**src/rtl/fxp_mul_seq_if.sv**
```systemverilog
// Start/Busy/Done handshake and operand/result bundle for the sequential fixed-point multiplier.
// The master drives the request and operands; the slave returns status and the registered result.
interface fxp_mul_seq_if #(
  parameter int WIDTH = 16
);
  logic             start;
  logic [WIDTH-1:0] intpart;
  logic [WIDTH-1:0] fracpart;
  logic [WIDTH-1:0] divisor;
  logic             busy;
  logic             done;
  logic [WIDTH-1:0] out1;
  logic [WIDTH-1:0] out2;
  logic             overflow;
  logic             zero;

  modport master (
    output start, intpart, fracpart, divisor,
    input  busy, done, out1, out2, overflow, zero
  );

  modport slave (
    input  start, intpart, fracpart, divisor,
    output busy, done, out1, out2, overflow, zero
  );
endinterface

```
**src/rtl/fxp_mul_seq.sv**
```systemverilog
// Radix-2 shift-add multiplier rebuilding a dividend from a 16.16 quotient and its divisor.
// Fixed latency of WIDTH+1 cycles from the accepting edge; results hold until the next completion.
module fxp_mul_seq #(
  parameter int WIDTH = 16
) (
  input  logic          clk,
  input  logic          reset,
  fxp_mul_seq_if.slave  bus
);

  localparam int PW = 3 * WIDTH;
  localparam int CW = $clog2(WIDTH);

  typedef enum logic [1:0] {
    IDLE = 2'd0,
    RUN  = 2'd1,
    DONE = 2'd2
  } state_t;

  state_t          state;
  state_t          state_nxt;
  logic [PW-1:0]   mcand;
  logic [PW-1:0]   acc;
  logic [WIDTH-1:0] mplier;
  logic [CW-1:0]   cnt;
  logic            cnt_last;

  function automatic logic ovf_flag(input logic [PW-1:0] p);
    return |p[PW-1:2*WIDTH];
  endfunction

  function automatic logic zero_flag(input logic [PW-1:0] p);
    return (p[2*WIDTH-1:0] == '0);
  endfunction

  assign cnt_last = (cnt == CW'(WIDTH - 1));

  always_comb begin
    state_nxt = state;
    case (state)
      IDLE:    if (bus.start) state_nxt = RUN;
      RUN:     if (cnt_last)  state_nxt = DONE;
      DONE:    state_nxt = IDLE;
      default: state_nxt = IDLE;
    endcase
  end

  always_ff @(posedge clk) begin
    if (!reset) begin
      state        <= IDLE;
      mcand        <= '0;
      mplier       <= '0;
      acc          <= '0;
      cnt          <= '0;
      bus.busy     <= 1'b0;
      bus.done     <= 1'b0;
      bus.out1     <= '0;
      bus.out2     <= '0;
      bus.overflow <= 1'b0;
      bus.zero     <= 1'b1;
    end else begin
      state    <= state_nxt;
      bus.busy <= (state_nxt == RUN);
      bus.done <= (state == DONE);
      case (state)
        IDLE: begin
          if (bus.start) begin
            mcand  <= {{WIDTH{1'b0}}, bus.intpart, bus.fracpart};
            mplier <= bus.divisor;
            acc    <= '0;
            cnt    <= '0;
          end
        end
        // one divisor bit per cycle; the loop never exits early on a zero divisor
        RUN: begin
          if (mplier[0]) acc <= acc + mcand;
          mcand  <= mcand << 1;
          mplier <= mplier >> 1;
          cnt    <= cnt + CW'(1);
        end
        DONE: begin
          bus.out1     <= acc[2*WIDTH-1:WIDTH];
          bus.out2     <= acc[WIDTH-1:0];
          bus.overflow <= ovf_flag(acc);
          bus.zero     <= zero_flag(acc);
        end
        default: ;
      endcase
    end
  end

endmodule
```
**src/flat_wrapper.sv**
```systemverilog
// flat-port wrapper written by rule: the top's interface ports become plain ports
module fxp_mul_seq_flat 
#(
  parameter int WIDTH = 16
)
  (clk, reset, bus_start, bus_intpart, bus_fracpart, bus_divisor, bus_busy, bus_done, bus_out1, bus_out2, bus_overflow, bus_zero);
  fxp_mul_seq_if #(.WIDTH(WIDTH)) bus_i ();
  input  logic clk;
  input  logic reset;
  input wire logic [$bits(bus_i.start)-1:0] bus_start;
  input wire logic [$bits(bus_i.intpart)-1:0] bus_intpart;
  input wire logic [$bits(bus_i.fracpart)-1:0] bus_fracpart;
  input wire logic [$bits(bus_i.divisor)-1:0] bus_divisor;
  output wire logic [$bits(bus_i.busy)-1:0] bus_busy;
  output wire logic [$bits(bus_i.done)-1:0] bus_done;
  output wire logic [$bits(bus_i.out1)-1:0] bus_out1;
  output wire logic [$bits(bus_i.out2)-1:0] bus_out2;
  output wire logic [$bits(bus_i.overflow)-1:0] bus_overflow;
  output wire logic [$bits(bus_i.zero)-1:0] bus_zero;
  assign bus_i.start = bus_start;
  assign bus_i.intpart = bus_intpart;
  assign bus_i.fracpart = bus_fracpart;
  assign bus_i.divisor = bus_divisor;
  assign bus_busy = bus_i.busy;
  assign bus_done = bus_i.done;
  assign bus_out1 = bus_i.out1;
  assign bus_out2 = bus_i.out2;
  assign bus_overflow = bus_i.overflow;
  assign bus_zero = bus_i.zero;
  fxp_mul_seq #(.WIDTH(WIDTH)) u_core (.clk(clk), .reset(reset), .bus(bus_i));
endmodule
```
**config.mk**
```make
export PLATFORM = sky130hd
export DESIGN_NAME = fxp_mul_seq_flat
export DESIGN_NICKNAME = d
export VERILOG_FILES = /design/src/rtl/fxp_mul_seq_if.sv /design/src/rtl/fxp_mul_seq.sv /design/src/flat_wrapper.sv
export SDC_FILE = /design/constraint.sdc
export NUM_CORES = 1
export LEC_CHECK = 0
export ABC_AREA = 1
export ABC_CLOCK_PERIOD_IN_PS = 2300
export CAP_MARGIN = 30
export CORE_UTILIZATION = 35
export DETAILED_ROUTE_END_ITERATION = 8
export DONT_BUFFER_PORTS = 1
export GPL_ROUTABILITY_DRIVEN = 0
export MAX_ROUTING_LAYER = met4
export PLACE_DENSITY = 0.54
export SYNTH_ARGS = -nofsm -noshare
export SYNTH_HDL_FRONTEND = slang
export SYNTH_SLANG_ARGS = --single-unit
```
**constraint.sdc**
```tcl
create_clock -name clk -period 2.3 [get_ports clk]
set_clock_uncertainty 0.05 [all_clocks]
set_input_delay 0.46 -clock clk [delete_from_list [all_inputs] [get_ports clk]]
set_output_delay 0.46 -clock clk [all_outputs]
set_load 0.02 [all_outputs]
```
### After elaboration in Yosys (flattened, before gate mapping)

Index checks and enable logic that the tools add are counted.

* register bits after elaboration: 154
* input port bits: 51
* output and inout port bits: 36
* word-level logic and storage cells: 37

* add/subtract/negate cells: 2
* equal/unequal tests: 6
* multiplexer cells: 12
* reductions and logical operators: 6

Operators with widths (count)
* $pmux W48 S2: 2
* $mux W48: 3
* $add A48 B48 Y48: 1
* $logic_not A32 Y1: 1
* $pmux W16 S2: 1
* $mux W16: 1
* $reduce_or A16 Y1: 1
* $pmux W4 S2: 1
* $add A4 B1 Y4 const B: 1
* $eq A2 B1 Y1 const B: 2
* $eq A4 B4 Y1 const B: 1
* $mux W2: 2
* $mux W4: 1
* $pmux W2 S2: 1
* $reduce_and A3 Y1: 1
* $eq A2 B2 Y1 const B: 1
* $logic_not A2 Y1: 1
* $ne A2 B1 Y1 const B: 1
* $ne A2 B2 Y1 const B: 1
* $reduce_and A2 Y1: 1
* $reduce_bool A2 Y1: 1

### Depth between registers and ports, before layout

* word-level depth: 4
* mapped depth: 14
* depth with buffers taken out: 14

### Worst setup path before layout

No wires, ideal clock.

* kind: register -> register
* from: register u_core.acc[0]
* to: register u_core.acc[24]
* library setup time: 0.132 ns
* arrival time: 1.855 ns
* data required time: 2.118 ns
* setup slack: 0.263 ns
* stages on the path, launching flop included: 12
* buffers on the path: 0
* period minus slack after synthesis: 2.037 ns
* cell sequence: dfxtp_1 -> ha_1 -> fa_1 -> nand3_1 -> nand3_1 -> nand2_1 -> nand2_1 -> nand2_1 -> nand3_2 -> or2_2 -> nand3_1 -> a21oi_1

* word-level cells in the longest chain between the ends: 3

Ends and longest elaborated chain
* start: declaration: RTL line fxp_mul_seq.sv:23 `logic [PW-1:0] acc;`
* start signal: assignment: RTL line fxp_mul_seq.sv:76 `if (mplier[0]) acc <= acc + mcand;`
* $add A48 B48 Y48: RTL line fxp_mul_seq.sv:76
* $mux W48: RTL line fxp_mul_seq.sv:76
* $pmux W48 S2: RTL line fxp_mul_seq.sv:65 `case (state)`

No other way between the ends. The select of a mux whose other input is x is not followed.
A chain may end at the register's enable or synchronous reset.

### Worst setup path after layout

* from: register u_core.acc[2]
* to: register u_core.acc[11]

The elaborated chain is that of the path after synthesis.

==> impl_metrics.yaml <==
run_status:
  outcome: "finished clean"
setup_path:
  cp-start-kind: "flip-flop"
  worstSetupPathType: "flip-flop to flip-flop"
  crit_fanout: 4
  arrival_ns: 2.45
  cp-end-kind: "flip-flop"
  required_ns: 2.55
cts:
  tritoncts: "yes"
  clockBufferDepth: 2
  root_buffer: "clkbuf_16"
  htree_levels: 4
  clk_latency_ns: 0.44
  postCtsHoldBufs: 0
  numCtsBuffers: 17
  cts.reportedPaths.clkPinSlew_ns: 0.07
  cts.sinks: 154
synthesis:
  synthTopCellsByArea: "dfxtp_1 (31%), nand2_1 (23%), inv_1 (9.4%)"
  yosysTopAreaCell: "dfxtp_1"
  synth-xor-area-share_pct: 0.177
  seq_area_frac_synth_pct: 31.2
  ys_types: 39
  syn_area_per_cell_sq_um: 6.01
  synth_flop_cell: "dfxtp_1"
  yosys_register_bits: 154
  async_flop_share_pct: 0
  synth_edf_count: 0
  netlist.area_leader.share_pct: 31.2
  synth_compound_area_share_pct: 11.4
  ys_warn_count: 0
  synth_fa_ha_area_share_pct: 6.29
  synth_mux_area_share_pct: 0
  synthesis.instances: 1642
  synth_fp_nets: 1742
  synth_top_family_by_area: "simple AND/OR/NAND/NOR gates"
  synthSimpleGateAreaFrac_pct: 38.9
  syn_area_sq_mm: 0.00987
floorplan:
  dieArea_sq_mm: 0.0289
  fp-row-count: 61
  chipHeight_microns: 170
  core_sq_mm: 0.0278
  start_util_pct: 35.5
  die_x_microns: 170
  io-pin-count: 87
route:
  ant_nets: 0
  viasPerCell: 4.88
  wl_microns: 32900
  drtPass1Iterations: 5
  vias: 10200
  routedWlPerCell_microns: 15.8
  drt_iter0_drc: 626
  post-route-drc-count: 0
layout:
  fin_nets: 1793
  drive_above_1_share_pct: 11.4
  diodes: 0
  multi_input_area_sq_mm: 0.00573
  final_cell_area_sq_mm: 0.0115
  fin_util_pct: 41.5
  fill_cells: 3061
  syn_to_final_growth_pct: 16.7
  seq_area_sq_mm: 0.00309
hold_path:
  hold_class: "primary input to flip-flop"
place:
  placedInstanceArea_sq_mm: 0.0108
  dp_slack_ns: -0.0636
  place_hpwl_microns: 25200
  port_buffers: 0
sta:
  maxSlewHeadroom_pct: 56.3
  hold_viol_final: 0
  rsz0062_at_grt: "true"
  fmax_mhz: 456
  setup_viol: 0
  min_period_ns: 2.19
  slew_viol_final: 0
  period_share_pct: 95.3
  worst_pin_slew_ns: 0.655
  setup_ws_ns: 0.109
power:
  swShare_pct: 27.9
  power_density_mw_per_mm2: 552
  p_seq_share_pct: 44.1
  p_clk_share_pct: 47.1
  power_leakage_nw: 5.89
  p_comb_share_pct: 8.9
  intPower_w: 0.00458
  ir_worst_vdd_v: 0.000487
  p_switching_w: 0.00177
grt:
  grt_pass1_vias: 9872
  grt_first_pass_wirelength_microns: 52800
  met3_usage_pct: 3.26
  grt_overflow: 0
  track_usage_pct: 24.2
  grt.met2_usage_pct: 39.4
  grt.busiest_layer: "met2"
  grt_max_degree: 87
  use_met1_pct: 31.2
  antenna_found_initial: 0
flow_run:
  cap_violations: 0
## cell type report
class | count | area share, %
timing repair buffer | 83 | 5.74
multi-input combinational | 1182 | 49.8
inverter | 255 | 8.31
tap | 378 | 4.11
clock buffer | 18 | 3.73
clock inverter | 14 | 1.54
sequential | 154 | 26.8
## through the flow
step           instances  TNS (ns)  hold WS, ns  power, W
2_1_floorplan       1642         0        0.391   0.00322
6_report            2084         0       0.0928   0.00636
3_5_place_dp        2050   -0.0636        0.407   0.00342
5_1_grt             2084   -0.0465       0.0749   0.00656
3_3_place_gp        2049    -0.245        0.403   0.00340
4_1_cts             2082         0       0.0700   0.00639
## critical path, cell delays in order (launching register included)
cell     delay (ns)
dfxtp_1        0.35
ha_1           0.37
nor2_2         0.16
a21oi_2        0.08
buf_4          0.16
nand3_1        0.06
nand3_1        0.19
buf_4          0.22
or2_2          0.27
nand3_1        0.08
a21oi_1        0.06
## what timing repair did
| item | CTS | global route |
|---|---|---|
| resized for setup | 1 | 36 |
| pin swaps | 0 | 1 |
| setup endpoints to repair | 1 | 28 |
| buffers inserted | 0 | 2 |
| hold endpoints to repair | 0 | 0 |
## state kept, by name, summed over array words and instances, names as in the netlist
signal               flops
u_core.acc              48
u_core.bus.busy          1
u_core.bus.done          1
u_core.bus.out1         16
u_core.bus.out2         16
u_core.bus.overflow      1
u_core.bus.zero          1
u_core.cnt               4
u_core.mcand            48
u_core.mplier           16
u_core.state             2
## power by group through the flow
| stage | combinational (W) | clock, W | sequential, W |
|---|---|---|---|
| floorplan | 0.000387 | 0 | 0.00283 |
| global placement | 0.000547 | 0 | 0.00286 |
| detailed placement | 0.000559 | 0 | 0.00286 |
| CTS | 0.000562 | 0.00303 | 0.00280 |
| global route | 0.000626 | 0.00313 | 0.00281 |
| finish | 0.000564 | 0.00299 | 0.00280 |
## cells by family (layout without fill, tap and decap cells)
logic type,count (synthesis),count (layout)
and+or+nand+nor,932,932
buffers and inverters,306,370
AOI/OAI and AO/OA,199,199
DFF,154,154
adders and majority gates,49,49
xor gates and xnor gates,2,2
## routing by layer
| layer | share of wire (%) | vias up | routed length [microns] |
|---|---|---|---|
| met5 | 0 | - | 0 |
| met4 | 2.1 | 0 | 686 |
| met3 | 4.9 | 40 | 1630 |
| met2 | 46 | 262 | 15300 |
| met1 | 47 | 4609 | 15400 |
| li1 | - | 5252 | - |
## worst paths after layout
check | start | endpoint | slack, ns | depth (start not counted)
hold reg to reg | u_core.mplier[15] | u_core.mplier[15] | 0.42 | 2
setup reg to reg | u_core.acc[2] | u_core.acc[11] | 0.11 | 10
setup / recovery | u_core.acc[2] | u_core.acc[11] | 0.11 | 10
hold / removal | reset | u_core.mcand[30] | 0.09 | 2
## cells in the final DEF, fill, tap and decap left out, drive strengths merged, types with 14 or more instances in the layout
cell type / count
or2: 22
ha: 48
buf: 83
nand2: 610
inv: 263
clkbuf: 18
a22oi: 28
dfxtp: 154
nand3: 101
a21oi: 89
o21ai: 48
a31oi: 21
nor4: 14
nor2: 160
nand4: 14
## synth_stat cells, types with 2 or more instances
cell type	number
ha_1	48
nor4_1	14
o22ai_1	3
nor2_4	3
nor2_2	5
a31oi_1	21
buf_1	8
nand2_1	609
clkbuf_1	26
or2_2	22
a21boi_1	2
nor3_1	6
dfxtp_1	154
a21oi_1	89
nand4_1	14
inv_2	9
a22oi_1	28
inv_1	246
nor2_1	152
nand3_1	96
nand3b_1	3
buf_4	4
o21bai_1	3
buf_2	13
nand3_2	5
o21ai_0	46
No activity file was read; power rests on OpenSTA's default activity.
